### src/rtl/uart_rx_buffer.sv
// uart_rx_buffer: receive-side byte FIFO between a UART receiver core and a
// line-oriented consumer. Collapses CRLF to CR, counts buffered CR-terminated
// lines, flags dropped bytes, and can echo accepted bytes to a TX buffer.
//
// Ports:
//   clk           single clock, rising edge
//   rst           synchronous active-high reset
//   byte_in       received byte, qualified by in_valid (one-cycle strobe)
//   byte_out      byte at the FIFO head (registered), valid when out_ready
//   out_advance   pop request, acts on its rising edge only
//   out_ready     byte_out is valid
//   line_ready    at least one complete CR-terminated line is buffered
//   fill          current byte count (0 .. 2^ADDR_W)
//   overflow      sticky, a byte was dropped because the FIFO was full
//   overflow_clr  clears overflow (a same-cycle drop wins)
//   echo_char     byte to echo, qualified by echo_valid
//   echo_valid    one-cycle strobe, the cycle after an accepted write
//
// Build option: define UART_RX_ECHO_EN to enable the echo path; otherwise
// echo_char and echo_valid are held at 0.

module uart_rx_buffer #(
  parameter int unsigned ADDR_W = 8
) (
  input  logic              clk,
  input  logic              rst,
  input  logic [7:0]        byte_in,
  input  logic              in_valid,
  output logic [7:0]        byte_out,
  input  logic              out_advance,
  output logic              out_ready,
  output logic              line_ready,
  output logic [ADDR_W:0]   fill,
  output logic              overflow,
  input  logic              overflow_clr,
  output logic [7:0]        echo_char,
  output logic              echo_valid
);

  localparam int unsigned DEPTH = 1 << ADDR_W;
  localparam int unsigned CNT_W = ADDR_W + 1;
  localparam logic [7:0]  CR    = 8'h0D;
  localparam logic [7:0]  LF    = 8'h0A;

  logic [7:0]        mem [DEPTH];

  logic [ADDR_W-1:0] wr_addr_q, wr_addr_d;
  logic [ADDR_W-1:0] rd_addr_q, rd_addr_d;
  logic [CNT_W-1:0]  fill_q, fill_d;
  logic [CNT_W-1:0]  line_cnt_q, line_cnt_d;
  logic              last_cr_q, last_cr_d;
  logic              adv_q, adv_d;
  logic [7:0]        byte_out_q, byte_out_d;
  logic              out_ready_q, out_ready_d;
  logic              line_ready_q, line_ready_d;
  logic              ovf_q, ovf_d;
  logic [7:0]        echo_char_q, echo_char_d;
  logic              echo_valid_q, echo_valid_d;

  logic full, lf_drop, wr_en, ovf_drop, pop, line_inc, line_dec;

  // Write/pop qualification and next-state computation
  always_comb begin
    full     = (fill_q == CNT_W'(DEPTH));
    // An LF directly following an accepted CR is swallowed, not an overflow
    lf_drop  = in_valid && last_cr_q && (byte_in == LF);
    wr_en    = in_valid && !lf_drop && !full;
    ovf_drop = in_valid && !lf_drop && full;
    pop      = out_advance && !adv_q && (fill_q != '0);
    line_inc = wr_en && (byte_in == CR);
    line_dec = pop && (byte_out_q == CR) && (line_cnt_q != '0);

    wr_addr_d    = wr_addr_q;
    rd_addr_d    = rd_addr_q;
    fill_d       = fill_q;
    line_cnt_d   = line_cnt_q;
    last_cr_d    = last_cr_q;
    adv_d        = out_advance;
    byte_out_d   = mem[rd_addr_q];
    out_ready_d  = (fill_q != '0) && !out_advance;
    line_ready_d = (line_cnt_q != '0);
    ovf_d        = ovf_q;
    echo_char_d  = 8'h00;
    echo_valid_d = 1'b0;

    if (wr_en) begin
      wr_addr_d = wr_addr_q + ADDR_W'(1);
      last_cr_d = (byte_in == CR);
    end
    if (pop) rd_addr_d = rd_addr_q + ADDR_W'(1);

    case ({wr_en, pop})
      2'b10:   fill_d = fill_q + CNT_W'(1);
      2'b01:   fill_d = fill_q - CNT_W'(1);
      default: fill_d = fill_q;
    endcase

    case ({line_inc, line_dec})
      2'b10:   line_cnt_d = line_cnt_q + CNT_W'(1);
      2'b01:   line_cnt_d = line_cnt_q - CNT_W'(1);
      default: line_cnt_d = line_cnt_q;
    endcase

    if (ovf_drop)          ovf_d = 1'b1;
    else if (overflow_clr) ovf_d = 1'b0;

`ifdef UART_RX_ECHO_EN
    echo_valid_d = wr_en;
    echo_char_d  = wr_en ? byte_in : echo_char_q;
`else
    echo_valid_d = 1'b0;
    echo_char_d  = 8'h00;
`endif
  end

  // State registers
  always_ff @(posedge clk) begin
    if (rst) begin
      wr_addr_q    <= '0;
      rd_addr_q    <= '0;
      fill_q       <= '0;
      line_cnt_q   <= '0;
      last_cr_q    <= 1'b0;
      adv_q        <= 1'b0;
      byte_out_q   <= 8'h00;
      out_ready_q  <= 1'b0;
      line_ready_q <= 1'b0;
      ovf_q        <= 1'b0;
      echo_char_q  <= 8'h00;
      echo_valid_q <= 1'b0;
    end else begin
      wr_addr_q    <= wr_addr_d;
      rd_addr_q    <= rd_addr_d;
      fill_q       <= fill_d;
      line_cnt_q   <= line_cnt_d;
      last_cr_q    <= last_cr_d;
      adv_q        <= adv_d;
      byte_out_q   <= byte_out_d;
      out_ready_q  <= out_ready_d;
      line_ready_q <= line_ready_d;
      ovf_q        <= ovf_d;
      echo_char_q  <= echo_char_d;
      echo_valid_q <= echo_valid_d;
    end
  end

  // Storage array; contents survive reset
  always_ff @(posedge clk) begin
    if (!rst && wr_en) mem[wr_addr_q] <= byte_in;
  end

  assign byte_out   = byte_out_q;
  assign out_ready  = out_ready_q;
  assign line_ready = line_ready_q;
  assign fill       = fill_q;
  assign overflow   = ovf_q;
  assign echo_char  = echo_char_q;
  assign echo_valid = echo_valid_q;

endmodule

### config.mk
export PLATFORM = sky130hd
export DESIGN_NAME = uart_rx_buffer
export DESIGN_NICKNAME = d
export VERILOG_FILES = /design/src/rtl/uart_rx_buffer.sv
export SDC_FILE = /design/constraint.sdc
export NUM_CORES = 2
export LEC_CHECK = 0
export CAP_MARGIN = 30
export CORE_MARGIN = 1
export CORE_UTILIZATION = 30
export DETAILED_ROUTE_END_ITERATION = 10
export GPL_TIMING_DRIVEN = 0
export PLACE_DENSITY_LB_ADDON = 0.05
export SYNTH_ARGS = -nofsm -noshare
export SYNTH_HDL_FRONTEND = slang
export SYNTH_SLANG_ARGS = --single-unit
### constraint.sdc
create_clock -name clk -period 4.9 [get_ports clk]
set_input_delay 0.735 -clock clk [delete_from_list [all_inputs] [get_ports clk]]
set_output_delay 0.735 -clock clk [all_outputs]
set_load 0.03 [all_outputs]
; Word level (Yosys, flattened, before mapping)
; Memory sizes are Yosys's and may differ from the RTL's. A register that Yosys moved wholly into a read port is not among the register bits.
; Index checks and enable logic that the tools add are counted.
[totals]
memories = 1
wordCells = 52
ram_bits = 2048
in_bits = 13
register_bits = 39
[memory_table]
columns = name, depth, word_bits, rd, rd_ports_with_merged_regs, write_ports, line
row1 = mem, 256, 8, 1, 1, 1, 45  ; logic [7:0] mem [DEPTH];
[op_classes]
eq_ne = 8
mux = 6
addsub = 6
n_reduce_logical = 22
[ops]
columns = cell, count
row1 = $pmux W9 S2, 2
row2 = $eq A8 B4 Y1 const B, 3
row3 = $add A9 B1 Y9 const B, 2
row4 = $reduce_bool A9 Y1, 2
row5 = $sub A9 B1 Y9 const B, 2
row6 = $add A8 B1 Y8 const B, 2
row7 = $logic_and A1 B1 Y1, 12
row8 = $eq A9 B9 Y1 const B, 1
row9 = $reduce_bool A2 Y1, 3
row10 = $logic_not A1 Y1, 5
row11 = $eq A2 B1 Y1 const B, 2
row12 = $eq A2 B2 Y1 const B, 2
row13 = $mux W1, 4

; Depth between registers and ports, before layout
[depth]
word_depth = 8
ltp_mapped = 14
mapped_depth_nobuf = 14

; Least setup slack after synthesis
; No wires, ideal clock.
[synth_timing]
kind = flip-flop to flip-flop
from = register fill_q[5], in the netlist fill[5]
to = register fill_q[8], in the netlist fill[8]
period_less_slack_ns = 3.969
path_slack_ns = 0.931
stages_incl_launch_ff = 14
path_buffers = 0
arrival_ns = 3.848
setup_ns = 0.121
t_required_ns = 4.779
cell_sequence = dfxtp_1 or4_1 nor4_1 or3b_2 clkinv_1 ha_1 fa_1 a21o_1 a21oi_1 o21bai_1 a2111oi_0 or3_1 mux2i_1 mux2_2
[synth_lines]
columns = element, line
row1 = "start, declared", 49  ; logic [CNT_W-1:0] fill_q, fill_d;
row2 = "start signal, assigned", 134  ; fill_q <= fill_d;
row3 = $reduce_bool A9 Y1 *, 69  ; pop = out_advance && !adv_q && (fill_q != '0);
row4 = $logic_and A1 B1 Y1 *, 69
row5 = named net pop, 60  ; logic full, lf_drop, wr_en, ovf_drop, pop, line_inc, line_dec;
row6 = $eq A2 B1 Y1 or $eq A2 B2 Y1 (tied branches), 92  ; case ({wr_en, pop})
row7 = $pmux W9 S2 or $reduce_bool A2 Y1 (tied branches), -
; The timed path passes the listed nets; every way through them passes the cells marked *.
; A chain may end at the register's enable or synchronous reset.

==> impl_metrics.json <==
{
  "synthAdderAreaFrac": 0.00368,
  "cp.arrival_ns": 5.76,
  "initial_core_util": 0.303,
  "tns_ns": -0.182,
  "rsz0062_at_grt": "no",
  "vias": 45600,
  "min_period_ns": 4.97,
  "fin_skew_ns": 0.0592,
  "power.switching_uw": 13100,
  "post-cts-setup-buffers": 0,
  "cp_max_fo": 10,
  "avgViaCountPerCell": 5.53,
  "avgSynthCellArea_um2": 20.8,
  "cts_root_buf": "clkbuf_16",
  "cts_buffers": 246,
  "syn_area_um2": 82300,
  "ys_seq_area_frac": 0.759,
  "die-area_um2": 276000,
  "clk_pin_slew_ns": 0.06,
  "ioPinCount": 42,
  "final_common_cell": "edfxtp_1",
  "final_cell_count_no_fill": 8255,
  "cts_buffer_depth": 4,
  "grt_overflow": 0,
  "cap_violations": 0,
  "critPathKind": "flip-flop to flip-flop",
  "layout_common_cells": "2,048 x edfxtp_1, 483 x mux4_2, 317 x nor2_1",
  "pre_cts_ws_ns": -1.38,
  "setup_viol": 4,
  "final_util": 0.362,
  "critPathMaxStageDelay_ns": 0.92,
  "tightest_slew_ns": 1.24,
  "cts_tree": "yes",
  "synth_edf_count": 2048,
  "hold_path.class": "input port to flip-flop",
  "cts_max_level": 4,
  "ys_types": 73,
  "track_usage": 0.265,
  "drtAntennaViolNets": 0,
  "nets": 4519,
  "intPower_uw": 32900,
  "synth_xor_area_frac": 0.00266,
  "critPathSlowestCell": "a221oi_1",
  "worstSetupEndpointType": "flip-flop",
  "setup_ws_ns": -0.0749,
  "hold_buffers": 0,
  "ys_seq_elements": 2095,
  "synth_ff_type": "edfxtp_1",
  "power.leakage_uw": 0.0309,
  "fill_cells": 25000,
  "async_flop_share": 0,
  "grt_max_degree": 131,
  "finalCritPeriodShare": 1.02,
  "drv_slew": 0,
  "required_ns": 5.68,
  "violations": "setup timing",
  "antenna_found_initial": 38,
  "synth_compound_area_frac": 0.0233,
  "drive_gt1_frac": 0.279,
  "startpoint_type": "flip-flop",
  "clkLatencyLatePin_ns": 0.92,
  "power.share.switching": 0.285,
  "design_area_um2": 98400,
  "synth_top_family_by_area": "multiplexers",
  "core_area_um2": 272000,
  "dp_cells": 7794,
  "place_congestion": 0.931,
  "placed_area_um2": 90300,
  "powerDensity_nw_per_um2": 468,
  "die_x_um": 526,
  "cp_cell_sequence": "buf_2 -> buf_4 -> buf_2 -> clkbuf_2 -> buf_12 -> mux4_2 -> a221oi_1 -> o22ai_1 -> nor4_1 -> o32ai_1 -> buf_2",
  "yosys.area_share.simple": 0.0308,
  "port_buffers": 32,
  "hold_viol_final": 0,
  "power_frac_comb": 0.178,
  "grt_pass1_wl_um": 472000,
  "dp_hpwl_um": 251000,
  "pwr-share-clk": 0.392,
  "wirelength_um": 370000,
  "cp.buffers_inverters": 6,
  "max_slew_margin": 0.172,
  "cpMostUsedCell": "buf_2",
  "yosysWarnings": 0,
  "dieHeight_um": 526,
  "wl_per_cell_um": 44.9,
  "status": "finished with violations",
  "clkSinkCount": 2095,
  "drt_iter0_markers": 6768,
  "muxShareOfSynthArea": 0.162,
  "first_pass_iters": 5,
  "netlist_instances": 3960,
  "critical-path-top-delay-family": "buffers and inverters",
  "area_growth_pct": 19.7,
  "rows": 191,
  "max_freq_mhz": 201,
  "grt_pass1_vias": 44200,
  "vdd.ir_drop.worst_mv": 0.316,
  "power_frac_seq": 0.430,
  "drc_errors": 0
}
-- state kept, by name (all words and copies together), names as in the netlist --
name        count
wr_addr_q       8
out_ready       1
last_cr_q       1
byte_out        8
overflow        1
line_ready      1
rd_addr_q       8
fill            9
mem          2048
line_cnt_q      9
adv_q           1
-- per-layer routing --
metal | vias to the layer above | track usage | part of all wire
li1 | 17500 | - | -
met1 | 25200 | 0.359 | 0.41
met2 | 2322 | 0.413 | 0.46
met3 | 574 | 0.0584 | 0.083
met4 | 4 | 0.102 | 0.044
met5 | - | 0 | 0.000092
-- cell families after synthesis --
| group | Yosys count |
|---|---|
| flops | 2095 |
| fa+ha+maj | 23 |
| xor+xnor | 25 |
| other cells | 1 |
| buf+inv | 253 |
| compound gates | 274 |
| mux | 702 |
| simple gates | 587 |
-- synthesized netlist by cell type, drive strengths merged (8+ instances only) --
| cell type | count | area (µm²) |
|---|---|---|
| a2111oi | 9 | 85.1 |
| a211oi | 24 | 180 |
| a21oi | 60 | 300 |
| a221oi | 25 | 231 |
| a22o | 10 | 87.6 |
| a22oi | 8 | 60.1 |
| a31oi | 9 | 56.3 |
| buf | 144 | 1100 |
| clkbuf | 97 | 385 |
| dfxtp | 47 | 941 |
| edfxtp | 2048 | 61500 |
| ha | 21 | 263 |
| inv | 9 | 33.8 |
| mux2i | 198 | 1980 |
| mux4 | 498 | 11300 |
| nand2 | 103 | 387 |
| nand3 | 41 | 205 |
| nand4 | 8 | 50.1 |
| nor2 | 329 | 1230 |
| nor2b | 31 | 194 |
| nor3 | 29 | 145 |
| nor4 | 12 | 75.1 |
| o21ai | 29 | 145 |
| o221ai | 25 | 219 |
| o22ai | 38 | 238 |
| or3 | 9 | 56.3 |
| xnor2 | 21 | 184 |
-- through the flow --
step / hold WS, ns / power, µW
6_report: 0.0862 / 46000
4_1_cts: 0.0235 / 46300
5_1_grt: 0.0664 / 47000
2_1_floorplan: 0.436 / 23800
3_3_place_gp: 0.448 / 28300
3_5_place_dp: 0.453 / 28300
-- power by group through the flow --
stage / logic, µW / clock network [µW] / registers (µW)
2_1_floorplan: 3560 / 0 / 20300
3_3_place_gp: 7910 / 0 / 20400
3_5_place_dp: 8140 / 0 / 20200
4_1_cts: 8200 / 18300 / 19800
5_1_grt: 8270 / 18900 / 19800
6_report: 8190 / 18000 / 19800
-- final cells by class --
cell class / instances / area [µm²] / area share
antenna: 10 / 25.0 / 0.000254
buffer: 240 / 1600 / 0.0162
clock buffer: 329 / 6660 / 0.0677
clock inverter: 111 / 1060 / 0.0108
inverter: 12 / 50.0 / 0.000508
multi-input combinational: 1620 / 18500 / 0.188
sequential: 2095 / 62400 / 0.634
tap: 3570 / 4470 / 0.0454
timing repair buffer: 268 / 3660 / 0.0372
-- path summary, 6_finish.rpt --
| path | cells after the start | slack (ns) | from | end |
|---|---|---|---|---|
| min reg2reg | 2 | 0.46 | last_cr_q | last_cr_q |
| min | 1 | 0.09 | byte_in[2] | mem[95][2] |
| max | 11 | -0.07 | rd_addr_q[1] | byte_out[4] |
| max reg2reg | 11 | -0.07 | rd_addr_q[1] | byte_out[4] |
-- worst register-to-register path, delay by kind of cell, from the launching register on --
family | cells | cell delay (ns)
AOI/OAI and AO/OA | 3 | 1.51
buffers and inverters | 6 | 2.27
DFF | 1 | 0.34
muxes | 1 | 0.37
and+or+nand+nor | 1 | 0.34
-- timing repair --
action	in CTS	in global routing
setup endpoints to repair	305	20
gates resized for setup	43	6
gates cloned	4	1
(Power assumes the default switching activity.)
